File: src/rtl/csr_trap_ctrl.sv
// csr_trap_ctrl: trap-entry controller behind the CSR access-check stage.
// Latency: accept -> flush_o next cycle; redirect strobe one cycle after flush_ack_i (minimum 2 cycles from accept).
// Backpressure: csr_exception_ready_o is high only in IDLE; flush_o holds until flush_ack_i.
//
// Ports:
//   clk_i, rst_i                  clock, synchronous active-high reset
//   csr_exception_valid_i/_ready_o request handshake; cause/tval/pc_i are the payload
//   mtvec_i, debug_mode_i         trap vector CSR and debug state, sampled at accept
//   flush_o / flush_ack_i         pipeline flush request/acknowledge
//   trap_valid_o, trap_pc_o       one-cycle redirect strobe and target
//   mepc_o, mcause_o, mtval_o     latched trap CSRs
//   busy_o                        controller is not IDLE
//   trap_cnt_o                    saturating count of non-debug traps (only with CSR_TRAP_CNT_EN)
//
// Optional feature macro: CSR_TRAP_CNT_EN adds the trap_cnt_o counter.

module csr_trap_ctrl #(
  parameter int unsigned          XLEN           = 64,
  parameter logic [XLEN-1:0]      DEBUG_EXC_ADDR = 64'h0000_0000_0000_0808
) (
  input  logic            clk_i,
  input  logic            rst_i,
  input  logic            csr_exception_valid_i,
  input  logic [XLEN-1:0] csr_exception_cause_i,
  input  logic [XLEN-1:0] csr_exception_tval_i,
  output logic            csr_exception_ready_o,
  input  logic [XLEN-1:0] pc_i,
  input  logic [XLEN-1:0] mtvec_i,
  input  logic            debug_mode_i,
  output logic            flush_o,
  input  logic            flush_ack_i,
  output logic            trap_valid_o,
  output logic [XLEN-1:0] trap_pc_o,
  output logic [XLEN-1:0] mepc_o,
  output logic [XLEN-1:0] mcause_o,
  output logic [XLEN-1:0] mtval_o,
`ifdef CSR_TRAP_CNT_EN
  output logic [15:0]     trap_cnt_o,
`endif
  output logic            busy_o
);

  typedef enum logic [1:0] {
    ST_IDLE     = 2'd0,
    ST_FLUSH    = 2'd1,
    ST_REDIRECT = 2'd2
  } state_t;

  state_t          state;
  logic            ready_q;
  logic            flush_q;
  logic            trap_valid_q;
  logic            busy_q;
  logic [XLEN-1:0] trap_pc_q;
  logic [XLEN-1:0] target_q;
  logic [XLEN-1:0] mepc_q;
  logic [XLEN-1:0] mcause_q;
  logic [XLEN-1:0] mtval_q;

  logic            accept;
  logic [XLEN-1:0] vec_base;
  logic [XLEN-1:0] vec_off;
  logic [XLEN-1:0] target_next;
  logic            is_vectored;

  assign accept = csr_exception_valid_i & ready_q;

  // Trap target selection. Only mode 1 with an interrupt cause vectors;
  // modes 2 and 3 fall back to direct. The vectored offset is the cause
  // code times four, dropping the interrupt bit; the sum may wrap.
  always_comb begin
    vec_base    = {mtvec_i[XLEN-1:2], 2'b00};
    vec_off     = {csr_exception_cause_i[XLEN-3:0], 2'b00};
    is_vectored = (mtvec_i[1:0] == 2'b01) && csr_exception_cause_i[XLEN-1];
    target_next = vec_base;
    if (debug_mode_i) begin
      target_next = DEBUG_EXC_ADDR;
    end else if (is_vectored) begin
      target_next = vec_base + vec_off;
    end
  end

  // Single FSM register block; every output is registered so the handshake
  // signals come straight from flops.
  always_ff @(posedge clk_i) begin
    if (rst_i) begin
      state        <= ST_IDLE;
      ready_q      <= 1'b1;
      flush_q      <= 1'b0;
      trap_valid_q <= 1'b0;
      busy_q       <= 1'b0;
      trap_pc_q    <= '0;
      target_q     <= '0;
      mepc_q       <= '0;
      mcause_q     <= '0;
      mtval_q      <= '0;
    end else begin
      case (state)
        ST_IDLE: begin
          if (accept) begin
            state    <= ST_FLUSH;
            ready_q  <= 1'b0;
            flush_q  <= 1'b1;
            busy_q   <= 1'b1;
            // Target is frozen here so later mtvec/debug changes cannot
            // steer an in-flight trap.
            target_q <= target_next;
            // Debug-mode exceptions leave the machine trap CSRs untouched.
            if (!debug_mode_i) begin
              mepc_q   <= {pc_i[XLEN-1:2], 2'b00};
              mcause_q <= csr_exception_cause_i;
              mtval_q  <= csr_exception_tval_i;
            end
          end
        end
        ST_FLUSH: begin
          if (flush_ack_i) begin
            state        <= ST_REDIRECT;
            flush_q      <= 1'b0;
            trap_valid_q <= 1'b1;
            trap_pc_q    <= target_q;
          end
        end
        ST_REDIRECT: begin
          state        <= ST_IDLE;
          trap_valid_q <= 1'b0;
          trap_pc_q    <= '0;
          busy_q       <= 1'b0;
          ready_q      <= 1'b1;
        end
        default: begin
          state        <= ST_IDLE;
          ready_q      <= 1'b1;
          flush_q      <= 1'b0;
          trap_valid_q <= 1'b0;
          busy_q       <= 1'b0;
          trap_pc_q    <= '0;
        end
      endcase
    end
  end

`ifdef CSR_TRAP_CNT_EN
  logic [15:0] trap_cnt_q;

  // Counts machine-mode trap entries only; sticks at all-ones.
  always_ff @(posedge clk_i) begin
    if (rst_i) begin
      trap_cnt_q <= '0;
    end else if (accept && !debug_mode_i && (trap_cnt_q != 16'hFFFF)) begin
      trap_cnt_q <= trap_cnt_q + 16'd1;
    end
  end

  assign trap_cnt_o = trap_cnt_q;
`endif

  assign csr_exception_ready_o = ready_q;
  assign flush_o               = flush_q;
  assign trap_valid_o          = trap_valid_q;
  assign trap_pc_o             = trap_pc_q;
  assign mepc_o                = mepc_q;
  assign mcause_o              = mcause_q;
  assign mtval_o               = mtval_q;
  assign busy_o                = busy_q;

endmodule

File: config.mk
export PLATFORM = sky130hd
export DESIGN_NAME = csr_trap_ctrl
export DESIGN_NICKNAME = d
export VERILOG_FILES = /design/src/rtl/csr_trap_ctrl.sv
export SDC_FILE = /design/constraint.sdc
export NUM_CORES = 1
export LEC_CHECK = 0
export ABC_AREA = 1
export BUFFER_PORTS_ARGS = -buffer_cell sky130_fd_sc_hd__buf_2
export CAP_MARGIN = 30
export CORE_MARGIN = 2
export CORE_UTILIZATION = 30
export DETAILED_ROUTE_END_ITERATION = 12
export SYNTH_ARGS = -nofsm -noshare
export SYNTH_HDL_FRONTEND = slang
export SYNTH_SLANG_ARGS = --single-unit
File: constraint.sdc
create_clock -name clk_i -period 2.1 [get_ports clk_i]
set_input_delay 0.105 -clock clk_i [delete_from_list [all_inputs] [get_ports clk_i]]
set_output_delay 0.105 -clock clk_i [all_outputs]
set_load 0.01 [all_outputs]
==> results of run 1 <==
[path summary, 6_finish.rpt]
kind,from,slack (ps),cells after the start,to
setup / recovery,csr_exception_cause_i[26],30,15,target_q[31]$_SDFFE_PP0P_
setup reg to reg,state[1]$_SDFFE_PP0P_,230,7,mtval_o[11]$_SDFFE_PP0P_
hold reg to reg,target_q[13]$_SDFFE_PP0P_,440,2,trap_pc_o[13]$_SDFFE_PP0P_
hold / removal,mtvec_i[38],30,5,target_q[38]$_SDFFE_PP0P_
[stage by stage]
stage | total power [mW] | hold WS, ps
floorplan | 8.90 | 240
global placement | 10.5 | 325
detailed placement | 10.6 | 332
CTS | 17.3 | 3.06
global route | 18.4 | 44.4
finish | 17.6 | 29.8
[tightest hold or removal path: stages]
cell     delay, ps
buf_2          140
nor2_1         110
nor2_1          60
o21ai_2         50
a21oi_1         50
[placed cells by master (no fill, tap or decap), types with 6 or more instances in the layout]
| master | count |
|---|---|
| nand2_1 | 720 |
| nor2_1 | 524 |
| buf_2 | 511 |
| dfxtp_1 | 320 |
| inv_1 | 304 |
| dlygate4sd3_1 | 219 |
| o21ai_0 | 206 |
| nand3_1 | 121 |
| buf_4 | 114 |
| a21oi_1 | 82 |
| nand2_2 | 61 |
| nor2_2 | 48 |
| clkbuf_16 | 37 |
| ha_4 | 35 |
| a21oi_2 | 26 |
| o211ai_1 | 21 |
| ha_1 | 17 |
| xnor2_1 | 15 |
| buf_12 | 15 |
| nor2_4 | 13 |
| nand3_2 | 13 |
| nand4_1 | 12 |
| xor2_1 | 11 |
| nand2_4 | 10 |
| clkbuf_8 | 10 |
| ha_2 | 9 |
| diode_2 | 8 |
| o21ai_1 | 7 |
| nor3_4 | 6 |
| clkbuf_1 | 6 |
[synthesized netlist by cell type, types with 2 or more instances]
master    instances
nand3_1         128
clkbuf_1         56
a21oi_2           2
o211ai_1         21
ha_1             61
buf_6             4
inv_1           306
o21ai_0         210
nand2_1         774
xor2_1           11
nor3_1            5
inv_2             5
xnor2_1          18
buf_4             6
nor3_2            7
nor2_1          571
o21bai_1          5
a21oi_1         106
o21ai_1           6
nand2_2          17
buf_2            48
nand4_1          12
nor2_2           14
dfxtp_1         320
nand3_2          10
[cells by family after synthesis]
group                      Yosys count  share of synthesized area
buffers and inverters              428                      0.101
AOI/OAI and AO/OA                  351                      0.106
other                                1                   0.000218
adders and majority gates           62                     0.0455
DFF                                320                      0.372
and+or+nand+nor                   1541                      0.360
xor gates and xnor gates            29                     0.0148
[metal layers]
metal,part of all wire,GRT usage,vias to the layer above
met2,0.45,0.382,712
met3,0.055,0.0397,213
met4,0.054,0.121,14
li1,-,-,10100
met1,0.44,0.310,8994
met5,0.0014,0,-
[power by group through the flow]
| stage | clock (mW) | combinational, mW | sequential (mW) |
|---|---|---|---|
| CTS | 6.54 | 4.10 | 6.67 |
| finish | 6.41 | 4.49 | 6.68 |
| global route | 6.79 | 4.93 | 6.72 |
| floorplan | 0 | 1.95 | 6.94 |
| detailed placement | 0 | 3.76 | 6.79 |
| global placement | 0 | 3.76 | 6.79 |
[sequential cells by signal, summed over array words and instances, names as in the netlist, 2 cells and up]
register and cells:
target_q 62, trap_pc_o 62, mtval_o 64, mcause_o 64
mepc_o 62, state 2
[cell type report]
| class | instances | area, sq um | area share |
|---|---|---|---|
| Timing Repair Buffer | 859 | 5910 | 0.229 |
| Clock inverter | 9 | 106 | 0.00412 |
| Clock buffer | 53 | 1090 | 0.0421 |
| Multi-Input combinational cell | 1987 | 10100 | 0.393 |
| Inverter | 311 | 1180 | 0.0456 |
| Antenna cell | 8 | 20.0 | 0.000776 |
| Sequential cell | 320 | 6410 | 0.248 |
| Tap cell | 756 | 946 | 0.0367 |
[repair_timing]
action | CTS | global route
endpoints found under the setup margin | 0 | 49
endpoints found under the hold margin | 221 | 0
buffers inserted | 0 | 2
hold buffers | 219 | 0
resized for setup | 0 | 233
==> impl_metrics.py, run 1 <==
metrics = {
    "run_status": {
        "status": "finished clean",
    },
    "clocking": {
        "htreeDepth": 2,
        "cts_tree": "built",
        "clk_pin_slew_ps": 60,
        "cts_sinks": 320,
        "cts_made_buffers": 36,
        "cts-root-buf": "clkbuf_16",
        "clock_latency_ps": 550,
        "clock_path_buffers": 3,
    },
    "grt": {
        "antenna_found_initial": 14,
        "grt.total_usage": 0.239,
        "grt_pass1_wl_mm": 112,
        "grt_pass1_vias": 19900,
        "grt_max_degree": 98,
        "overflow": 0,
    },
    "power": {
        "power.leakage_nw": 13.4,
        "pwr-share-clk": 0.365,
        "net-switching-power_mw": 5.42,
        "switching_share": 0.309,
        "power.internal_mw": 12.2,
        "powerDensity_nw_per_um2": 681,
        "p_seq_frac": 0.380,
        "ir_drop_mv": 0.594,
        "combPwrFrac": 0.256,
    },
    "setup_path": {
        "critical_path_class": "input port to flop",
        "start_kind": "input port",
        "cp-end-kind": "flop",
        "cpMaxStageDelayCell": "dlygate4sd3_1",
        "cp_max_fo": 4,
        "critPathMaxStageDelay_ps": 540,
        "arrival_ps": 2480,
        "crit_buf_inv": 5,
        "path_cells": "dlygate4sd3_1, buf_2, ha_4, nand2_1, inv_1, nand2_2, inv_1, nand2_1, nand2_1, a21oi_1, nand2_4, xor2_1, o21ai_0, buf_4, a21oi_1",
        "worst_path_most_repeated_cell": "nand2_1",
        "required_ps": 2510,
        "cp_top_family": "buffers and inverters",
    },
    "routing": {
        "route.detailed.drc": 0,
        "antenna_left": 0,
        "drt-vias-per-instance": 4.64,
        "vias": 20000,
        "dr.pass1.iters": 7,
        "wire_per_inst_um": 17.0,
        "drtIter0Drc": 1413,
        "wl_mm": 73.2,
    },
    "sta": {
        "fmax_mhz": 484,
        "finalSetupTns_ps": 0,
        "maxSlewViolCount": 0,
        "finClkSkew_ps": 15.7,
        "period_share": 0.984,
        "worst_pin_slew_ps": 706,
        "setup_violations": 0,
        "grt_setup_unrepaired": "true",
        "worst_slack_ps": 33.4,
        "min_period_ps": 2070,
        "max_slew_margin": 0.530,
        "hold_violations": 0,
    },
    "yosys": {
        "syn_area_sq_um": 17200,
        "ys_ff_latch": 320,
        "synth_top_area_cell": "dfxtp_1",
        "synth_top_area_share": 0.372,
        "ys_top_cells_by_area": "dfxtp_1, nand2_1, nor2_1, inv_1, o21ai_0",
        "ys.flop_type": "dfxtp_1",
        "yosysSeqAreaShare": 0.372,
        "ys_warn_count": 0,
        "synthCells": 2732,
        "async_reset_ff_frac": 0,
        "synth_edf_count": 0,
        "synth_cell_types": 34,
        "synth_area_per_cell_sq_um": 6.30,
    },
    "placed_design": {
        "dp_slack_ps": -29.4,
        "io_buffers": 514,
        "gp_congestion": 0.932,
        "dp_hpwl_mm": 54.1,
        "dpl_cell_area_sq_um": 21300,
        "dp.cells": 4013,
    },
    "die": {
        "coreArea_sq_um": 56600,
        "ioPinCount": 521,
        "die_area_sq_um": 59300,
        "rows": 87,
        "die_h_um": 244,
        "die_w_um": 244,
        "start_util": 0.304,
    },
    "cells_and_area": {
        "design_area_sq_um": 25800,
        "fill_cells": 5789,
        "drive_gt1_frac": 0.266,
        "final_cell_count_no_fill": 4303,
        "syn_to_final_growth_pct": 49.9,
        "final_util": 0.456,
        "fin_nets": 3838,
    },
    "flow_run": {
        "maxCapViolations": 0,
    },
    "hold_path": {
        "hp-class": "input port to flop",
    },
}
No activity file was read; power rests on OpenSTA's default activity.
==> run 2: changes to the inputs <==
--- a/config.mk
+++ b/config.mk
@@ -11,6 +11,7 @@
 export CORE_MARGIN = 2
 export CORE_UTILIZATION = 30
 export DETAILED_ROUTE_END_ITERATION = 12
+export PLACE_DENSITY_LB_ADDON = 0.3
 export SYNTH_ARGS = -nofsm -noshare
 export SYNTH_HDL_FRONTEND = slang
 export SYNTH_SLANG_ARGS = --single-unit
==> run 2 against run 1 <==
First-iteration DRC count is 10% lower. Sequential share of layout area up 0.17 points. Worst hold slack better by 9.8 ps. Final cell count hardly changed. Register-to-register slack worse by 110 ps. Wire length down 1.4%. Die area stayed put. Worst setup slack better by 7.1 ps. Flip-flop and latch count stayed put. Non-clock buffer count rose by 7. Fmax grew 0.35%.
==> impl_metrics.py, run 2 (synthesis gave the netlist of run 1 again) <==
metrics = {
    "cells_and_area": {
        "final_common_cell": "nand2_1",
        "fin_nets": 3846,
        "final_util": 0.452,
        "layout_common_cells": "nand2_1, nor2_1, buf_2, dfxtp_1, inv_1",
        "drive_gt1_frac": 0.250,
        "syn_to_final_growth_pct": 48.8,
    },
    "setup_path": {
        "cp_top_family": "buffers and inverters",
        "crit_buf_inv": 3,
        "cpMaxStageDelayCell": "dlygate4sd3_1",
        "cp-end-kind": "flop",
        "arrival_ps": 2490,
        "worst_path_most_repeated_cell": "nand2_1",
        "path_cells": "dlygate4sd3_1, buf_2, ha_1, nand2_1, nand2_1, nand2_1, nand2_1, a21oi_2, buf_4, nor2_1, nor2_1, nand2_1, nand2_1, nand3_1, o211ai_1, a21oi_1",
        "critical_path_class": "input port to flop",
        "start_kind": "input port",
        "critPathMaxStageDelay_ps": 560,
        "cp_max_fo": 3,
        "required_ps": 2530,
    },
    "power": {
        "powerDensity_nw_per_um2": 680,
        "power.leakage_nw": 13.3,
        "fin_total_pwr_mw": 17.4,
        "ir_drop_mv": 0.499,
    },
    "routing": {
        "dr.pass1.iters": 6,
        "wire_per_inst_um": 16.7,
        "vias": 19800,
        "drtIter0Drc": 1269,
        "antenna_left": 0,
        "wl_mm": 72.1,
        "drt-vias-per-instance": 4.59,
        "route.detailed.drc": 0,
    },
    "grt": {
        "grt_pass1_wl_mm": 109,
        "antenna_found_initial": 11,
        "grt_max_degree": 93,
        "grt.total_usage": 0.234,
        "overflow": 0,
        "grt_pass1_vias": 19500,
    },
    "clocking": {
        "clock_latency_ps": 560,
        "clk_pin_slew_ps": 60,
        "cts_setup_buffers": 0,
        "cts_sinks": 320,
        "clock_path_buffers": 3,
        "cts_tree": "built",
        "cts_made_buffers": 37,
        "htreeDepth": 2,
        "cts-root-buf": "clkbuf_16",
    },
    "flow_run": {
        "maxCapViolations": 0,
    },
    "die": {
        "start_util": 0.304,
        "die_area_sq_um": 59300,
        "die_w_um": 244,
        "ioPinCount": 521,
        "coreArea_sq_um": 56600,
        "die_h_um": 244,
        "rows": 87,
    },
    "placed_design": {
        "io_buffers": 514,
        "dp_hpwl_mm": 53.8,
        "gp_congestion": 0.924,
    },
    "sta": {
        "max_slew_margin": 0.620,
        "fmax_mhz": 486,
        "worst_pin_slew_ps": 569,
        "grt_setup_unrepaired": "true",
        "min_period_ps": 2060,
        "maxSlewViolCount": 0,
        "period_share": 0.981,
        "whs_ps": 39.6,
        "hold_violations": 0,
        "finClkSkew_ps": 21.2,
        "setup_violations": 0,
    },
    "hold_path": {
        "hp-class": "input port to flop",
    },
    "run_status": {
        "status": "finished clean",
    },
}
## run 2: cell count changes in the layout (fill, tap and decap cells not counted), sizes merged
| cell | delta |
|---|---|
| bufinv | -1 |
| clkinvlp | +3 |
| buf | +2 |
| clkinv | +2 |
| diode | -3 |
| clkbuf | -3 |
| inv | -1 |
| dlygate4sd3 | +5 |
## run 2: cell type report
type,count,area (sq um)
clock inverters,12,96.3
inverters,311,1180
clock buffers,50,1070
repair buffers,866,5970
fillers,5822,31000
flip-flops and latches,320,6410
diodes,5,12.5
multi-input cells,1987,9940
well taps,756,946
## run 2: worst paths after layout
path                             startpoint  cells after the start  slack (ps)                         end
setup / recovery  csr_exception_cause_i[16]                     16          40   target_q[33]$_SDFFE_PP0P_
hold / removal                  mtvec_i[47]                      5          40   target_q[47]$_SDFFE_PP0P_
setup reg to reg      state[1]$_SDFFE_PP0P_                      7         120    mtval_o[19]$_SDFFE_PP0P_
hold reg to reg   target_q[29]$_SDFFE_PP0P_                      2         440  trap_pc_o[29]$_SDFFE_PP0P_
## run 2: where the power goes
part / switching, mW / internal, mW
Clock: 2.60 / 3.68
Sequential: 0.202 / 6.48
Combinational: 2.60 / 1.85
Total: 5.40 / 12.0
## run 2: through the flow
stage | setup TNS (ps) | area (sq um) | cells | setup WS [ps]
after floorplan | 0 | 17200 | 2735 | 311
after global placement | -204 | 21400 | 4017 | -94.7
after detailed placement | -464 | 21400 | 4017 | -103
after CTS | 0 | 24800 | 4303 | 5.96
after global routing | -92.0 | 25600 | 4307 | -20.7
final | 0 | 25600 | 4307 | 40.6
## run 2: timing repair
| item | CTS | global route |
|---|---|---|
| hold buffers | 224 | 0 |
| hold endpoints to repair | 224 | 0 |
| endpoints found under the setup margin | 0 | 46 |
| resized for setup | 0 | 172 |
## run 2: worst register-to-register path, cell delays in order (launching register included)
cell	delay, ps
dfxtp_1	350
nor2_1	210
nand3_4	150
nor2_4	270
inv_8	220
buf_12	270
nor2_1	320
nor2_1	90
## run 2: metal layers
metal | track usage | wire (um) | up-vias
met2 | 0.383 | 32700 | 634
met5 | 0 | 33 | -
met4 | 0.0990 | 3290 | 4
met1 | 0.302 | 32200 | 8885
li1 | - | - | 10100
met3 | 0.0438 | 3850 | 180
